File: config.mk
export PLATFORM = sky130hd
export DESIGN_NAME = run_length_counter
export DESIGN_NICKNAME = d
export VERILOG_FILES = /design/src/rtl/run_length_counter.sv
export SDC_FILE = /design/constraint.sdc
export NUM_CORES = 1
export LEC_CHECK = 0
export CORE_UTILIZATION = 45
export DETAILED_ROUTE_END_ITERATION = 10
export HOLD_SLACK_MARGIN = 0.03
export PLACE_DENSITY = 0.8
export SKIP_CTS_REPAIR_TIMING = 1
export SLEW_MARGIN = 10
export SYNTH_ARGS = -nofsm -noshare
export SYNTH_HDL_FRONTEND = slang
export SYNTH_SLANG_ARGS = --single-unit
export TNS_END_PERCENT = 30
File: constraint.sdc
create_clock -name clk -period 14.65 [get_ports clk]
set_clock_uncertainty 0.15 [all_clocks]
set_input_delay 2.1975 -clock clk [delete_from_list [all_inputs] [get_ports clk]]
set_output_delay 2.1975 -clock clk [all_outputs]
set_load 0.01 [all_outputs]
File: src/rtl/run_length_counter.sv
// Run-length event extractor for the JPEG-LS run-mode path: turns per-lane status
// codes into run-length events, with a 2-stage pass-through of pixel/context data.
module run_length_counter #(
    parameter int RLW = 16
) (
    input  logic           clk,
    input  logic           rstn,
    input  logic           ena,
    input  logic           i_sl,
    input  logic           i_sp,
    input  logic           i_vl,
    input  logic [1:0]     i_st [1:8],
    input  logic [7:0]     i_b  [1:9],
    input  logic [7:0]     i_x  [1:8],
    output logic           o_sl,
    output logic           o_sp,
    output logic           o_vl,
    output logic [1:0]     o_st [1:8],
    output logic [7:0]     o_b  [1:9],
    output logic [7:0]     o_x  [1:8],
    output logic           o_re [1:8],
    output logic           o_rt [1:8],
    output logic [RLW-1:0] o_rl [1:8],
    output logic           o_err
);

    localparam logic [RLW-1:0] RL_MAX = '1;

    // Stage A: raw input capture
    logic           a_sl_reg;
    logic           a_sp_reg;
    logic           a_vl_reg;
    logic [1:0]     a_st_reg [1:8];
    logic [7:0]     a_b_reg  [1:9];
    logic [7:0]     a_x_reg  [1:8];

    // Run count carried between beats
    logic [RLW-1:0] acc_reg;
    logic [RLW-1:0] acc_next;

    logic [RLW-1:0] walk_c;
    logic           err_next;
    logic           re_next [1:8];
    logic           rt_next [1:8];
    logic [RLW-1:0] rl_next [1:8];

    function automatic logic [RLW-1:0] sat_inc(input logic [RLW-1:0] v);
        return (v == RL_MAX) ? v : v + RLW'(1);
    endfunction

    always_ff @(posedge clk or negedge rstn) begin
        if (!rstn) begin
            a_sl_reg <= 1'b0;
            a_sp_reg <= 1'b0;
            a_vl_reg <= 1'b0;
            for (int i = 1; i <= 8; i++) begin
                a_st_reg[i] <= '0;
                a_x_reg[i]  <= '0;
            end
            for (int i = 1; i <= 9; i++) begin
                a_b_reg[i] <= '0;
            end
        end else if (ena) begin
            a_sl_reg <= i_sl;
            a_sp_reg <= i_sp;
            a_vl_reg <= i_vl;
            for (int i = 1; i <= 8; i++) begin
                a_st_reg[i] <= i_st[i];
                a_x_reg[i]  <= i_x[i];
            end
            for (int i = 1; i <= 9; i++) begin
                a_b_reg[i] <= i_b[i];
            end
        end
    end

    // Lane walk: a segment start discards any run carried from the previous beat
    always_comb begin
        walk_c   = a_sp_reg ? '0 : acc_reg;
        err_next = o_err;
        acc_next = acc_reg;
        for (int i = 1; i <= 8; i++) begin
            re_next[i] = 1'b0;
            rt_next[i] = 1'b0;
            rl_next[i] = '0;
        end
        if (a_vl_reg) begin
            for (int i = 1; i <= 8; i++) begin
                case (a_st_reg[i])
                    2'd1: walk_c = sat_inc(walk_c);
                    2'd2: begin
                        re_next[i] = 1'b1;
                        rl_next[i] = walk_c;
                        walk_c     = '0;
                    end
                    2'd3: begin
                        re_next[i] = 1'b1;
                        rt_next[i] = 1'b1;
                        rl_next[i] = sat_inc(walk_c);
                        walk_c     = '0;
                    end
                    default: begin
                        // A regular pixel while a run is open means the run was never terminated
                        if (walk_c != '0) begin
                            err_next = 1'b1;
                        end
                        walk_c = '0;
                    end
                endcase
            end
            acc_next = walk_c;
        end
    end

    // Stage B: output registers and run accumulator
    always_ff @(posedge clk or negedge rstn) begin
        if (!rstn) begin
            o_sl    <= 1'b0;
            o_sp    <= 1'b0;
            o_vl    <= 1'b0;
            o_err   <= 1'b0;
            acc_reg <= '0;
            for (int i = 1; i <= 8; i++) begin
                o_st[i] <= '0;
                o_x[i]  <= '0;
                o_re[i] <= 1'b0;
                o_rt[i] <= 1'b0;
                o_rl[i] <= '0;
            end
            for (int i = 1; i <= 9; i++) begin
                o_b[i] <= '0;
            end
        end else if (ena) begin
            o_sl    <= a_sl_reg;
            o_sp    <= a_sp_reg;
            o_vl    <= a_vl_reg;
            o_err   <= err_next;
            acc_reg <= acc_next;
            for (int i = 1; i <= 8; i++) begin
                o_st[i] <= a_st_reg[i];
                o_x[i]  <= a_x_reg[i];
                o_re[i] <= re_next[i];
                o_rt[i] <= rt_next[i];
                o_rl[i] <= rl_next[i];
            end
            for (int i = 1; i <= 9; i++) begin
                o_b[i] <= a_b_reg[i];
            end
        end
    end

endmodule
==> summary.md <==
| Metric | Value |
|---|---|
| Slew Limit Headroom | 17.0% |
| I/O pin cnt | 458 |
| GRT overflow | 0 |
| Hpwl dp | 84,100 um |
| Multi-input logic area | between 0.015 and 0.02 sq mm |
| Largest net degree at the start of global routing | 167 |
| Slew @ Worst Pin | 1.24 ns |
| Drt pass-1 iters | 7 |
| Mapped Nets | 3,103 |
| Critical path startpoint category | flip-flop |
| Pins Over Slew Limit | 0 |
| Commonest cells after routing, fill and taps aside | dfrtp_1 (470), clkdlybuf4s50_1 (455), mux2_2 (320) |
| GRT met3 Usage | 9.78% |
| Max incr delay on CP | 0.55 ns |
| FF-to-FF path depth | 59 |
| Main flop type after synthesis | dfrtp_1 |
| Inserted Diodes | 0 |
| CTS tree | yes |
| Clock-pin slew on the worst setup and hold paths | 0.07 ns |
| RR Endpoint | o_rl[12] |
| Mapped Cells | 2,939 |
| Hold crit path type | reg -> reg |
| Worst VDD drop | ~0.11 mV |
| Clk Latency, worst-skew pair | around 0.63 ns |
| Fin area | 0.0366 sq mm |
| Flops & latches, synth | 471 |
| CTS Buf Count | between 50 and 60 |
| Share of cells above drive strength 1 | 19.1% |
| Port bufs | 457 |
| Synthesized area per cell | ~10 sq um |
| # setup viols final | 0 |
| Total Routing Usage GR | 33.4% |
| Top Usage Layer GRT | met2 |
| DP Area | approximately 0.035 sq mm |
| Leakage | between 10 and 15 nW |
| Placer Congestion | 1.09 |
| Flip-flop and latch area | 0.0118 sq mm |
| Max reg flops | 128 |
| Vias in the first global route | 26,827 |
| Area of the core | around 0.063 sq mm |
| H-tree lvl count | 2 |
| Worst r2r src | acc_reg[0] |
| Util after Layout | 57.7% |
| Ys Warns | 0 |
| Fillers | 5,359 |
| Hold Crit Depth | 1 |
| First-pass GRT wire length | 170,000 um |
| Critical path class | reg -> reg |
| DR vias | 27,361 |
| Area delta synth->final | 26.0% |
| Post-synth cell types | 123 |
| Min cycle time layout | 13.56 ns |
| Via density | 6.42 |
| Met1 Usage GRT | 41.5% |
| Die Area | 0.0656 sq mm |
| Synthesized area | 0.0291 sq mm |
| Fin worst setup slack | 1.09 ns |
| Met2 Use GR | 54.3% |
| Total power divided by cell area | 94.8 mW/mm^2 |
| Pre-CTS setup slack | approximately 0.28 ns |
| Max-Cap Viols | 0 |
| Worst hold endpoint | o_vl |
| Overall power | 3.47 mW |
| Root Buffer | clkbuf_16 |
| Crit-path max FO | 12 |
| Clock Path Buffers | 3 |
| Iter 0 DRT Violations | 3,392 |
| Row count | 92 |
| RSZ-0062 raised after global routing | no |
| Die height | 256 um |
| Drt wl/cell | about 26 um |
| Fin crit share | 92.6% |
| Starting Density | between 40% and 50% |
| Max Clk Rate | 73.7 MHz |
| Critical Path AT | 13.93 ns |
| Final Hold Violating Endpoints | 0 |
| Hold slack | between 0.3 and 0.4 ns |
| Setup TNS | 0 ns |
| Initial antenna violation count | 2 |
| Crit. End Element | flip-flop |
| FFs w/ async S/R, synth | 100% |
| Nets@finish | 3,540 |
| Routed wire length | 112,000 um |
| Die width | between 200 and 300 um |
| Placed Cells | 4,165 |
| Register area share after synthesis | 40.5% |
| R2R Setup Slk | 1.09 ns |
| Clock sinks | 471 |
| Leading cell type in the layout, fill and taps excluded | dfrtp_1 |
| Most used cell, CP | inv_1 |
| # DRC | 0 |
| Fin cells | 4,260 |
| Status | complete, no violations |
| Antenna Violating Nets Remaining | 0 |
| Post-synth EDFFs | 0 |
| Min-delay src | o_vl |
| CP max-delay cell | dfrtp_1 |
| WP data required | 15.02 ns |
## worst max-delay path, delay by kind of cell, from the launching register on
family / cells / cell delay (ns)
simple gates: 24 / 5.53
compound gates: 19 / 4.36
fa+ha+maj: 6 / 1.50
buf+inv: 8 / 0.83
flops: 1 / 0.55
mux: 1 / 0.38
xor+xnor: 1 / 0.18
## Yosys cell counts (9+ instances only)
| cell | number | area [sq um] |
|---|---|---|
| mux2i_1 | 41 | 410 |
| o22ai_1 | 18 | 113 |
| buf_4 | 13 | 97.6 |
| a21oi_1 | 104 | 521 |
| o21ai_0 | 89 | 445 |
| a211o_1 | 11 | 96.3 |
| nor4_1 | 42 | 263 |
| o2bb2ai_1 | 89 | 780 |
| a31oi_1 | 45 | 282 |
| or3_1 | 26 | 163 |
| nand2b_1 | 24 | 150 |
| a22o_1 | 35 | 307 |
| o21ai_1 | 27 | 135 |
| and3_1 | 42 | 263 |
| nor3_2 | 11 | 110 |
| clkbuf_1 | 128 | 480 |
| o211ai_1 | 33 | 248 |
| nor2_1 | 179 | 672 |
| a21boi_0 | 9 | 67.6 |
| xnor2_1 | 98 | 858 |
| nor2b_1 | 16 | 100 |
| o21a_1 | 14 | 105 |
| a311oi_1 | 16 | 140 |
| or2_2 | 19 | 119 |
| inv_1 | 37 | 139 |
| nand3_1 | 124 | 621 |
| nand4_1 | 56 | 350 |
| xor2_1 | 34 | 298 |
| o2111ai_1 | 14 | 123 |
| mux2_2 | 320 | 3600 |
| buf_2 | 33 | 165 |
| nand2_1 | 243 | 912 |
| nor3_1 | 77 | 385 |
| and4_1 | 21 | 184 |
| a211oi_1 | 24 | 180 |
| dfrtp_1 | 471 | 11800 |
| o31ai_1 | 9 | 67.6 |
| or4_1 | 10 | 75.1 |
| a21o_1 | 27 | 203 |
| and2_1 | 35 | 219 |
| a32o_1 | 12 | 120 |
## layer usage
layer,vias up,wire (um)
met4,4,5220
met1,13248,42200
li1,12034,-
met5,-,34
met3,348,12700
met2,1727,52000
## logic make-up (layout without fill, tap and decap cells)
family          Yosys count  after routing  synth area share, %
mux                     365            365                 14.0
compound gates          737            737                 19.1
flops                   471            471                 40.5
simple gates           1005           1005                 18.8
fa+ha+maj                 6              6                0.258
xor+xnor                133            133                 4.03
buf+inv                 222            697                 3.26
## power by group
part	total (mW)	switching, mW	internal (mW)	leakage (nW)
clock network	1.40	0.570	0.834	0.882
registers	1.50	0.0858	1.42	5.86
logic	0.565	0.277	0.288	7.30
total	3.47	0.932	2.54	14.0
## worst max-delay path by stage
stage,start,endpoint,slack (ns),cells past startpoint
6_report,acc_reg[0],o_rl[12],1.09,59
3_5_place_dp,acc_reg[1],o_rl[14],0.28,57
4_1_cts,acc_reg[1],o_rl[13],0.16,57
5_1_grt,a_sp_reg,o_rl[12],0.04,61
2_1_floorplan,a_sp_reg,o_rl[12],0.87,68
3_3_place_gp,acc_reg[1],o_rl[14],0.62,57
## layout make-up
class,instances,area share [%]
clock buffers,70,4.04
well taps,846,2.89
clock inverters,21,0.943
inverters,41,0.427
multi-input cells,2246,44.8
flip-flops and latches,471,32.2
repair buffers,565,14.8
Power figures use the tool's default switching activity.
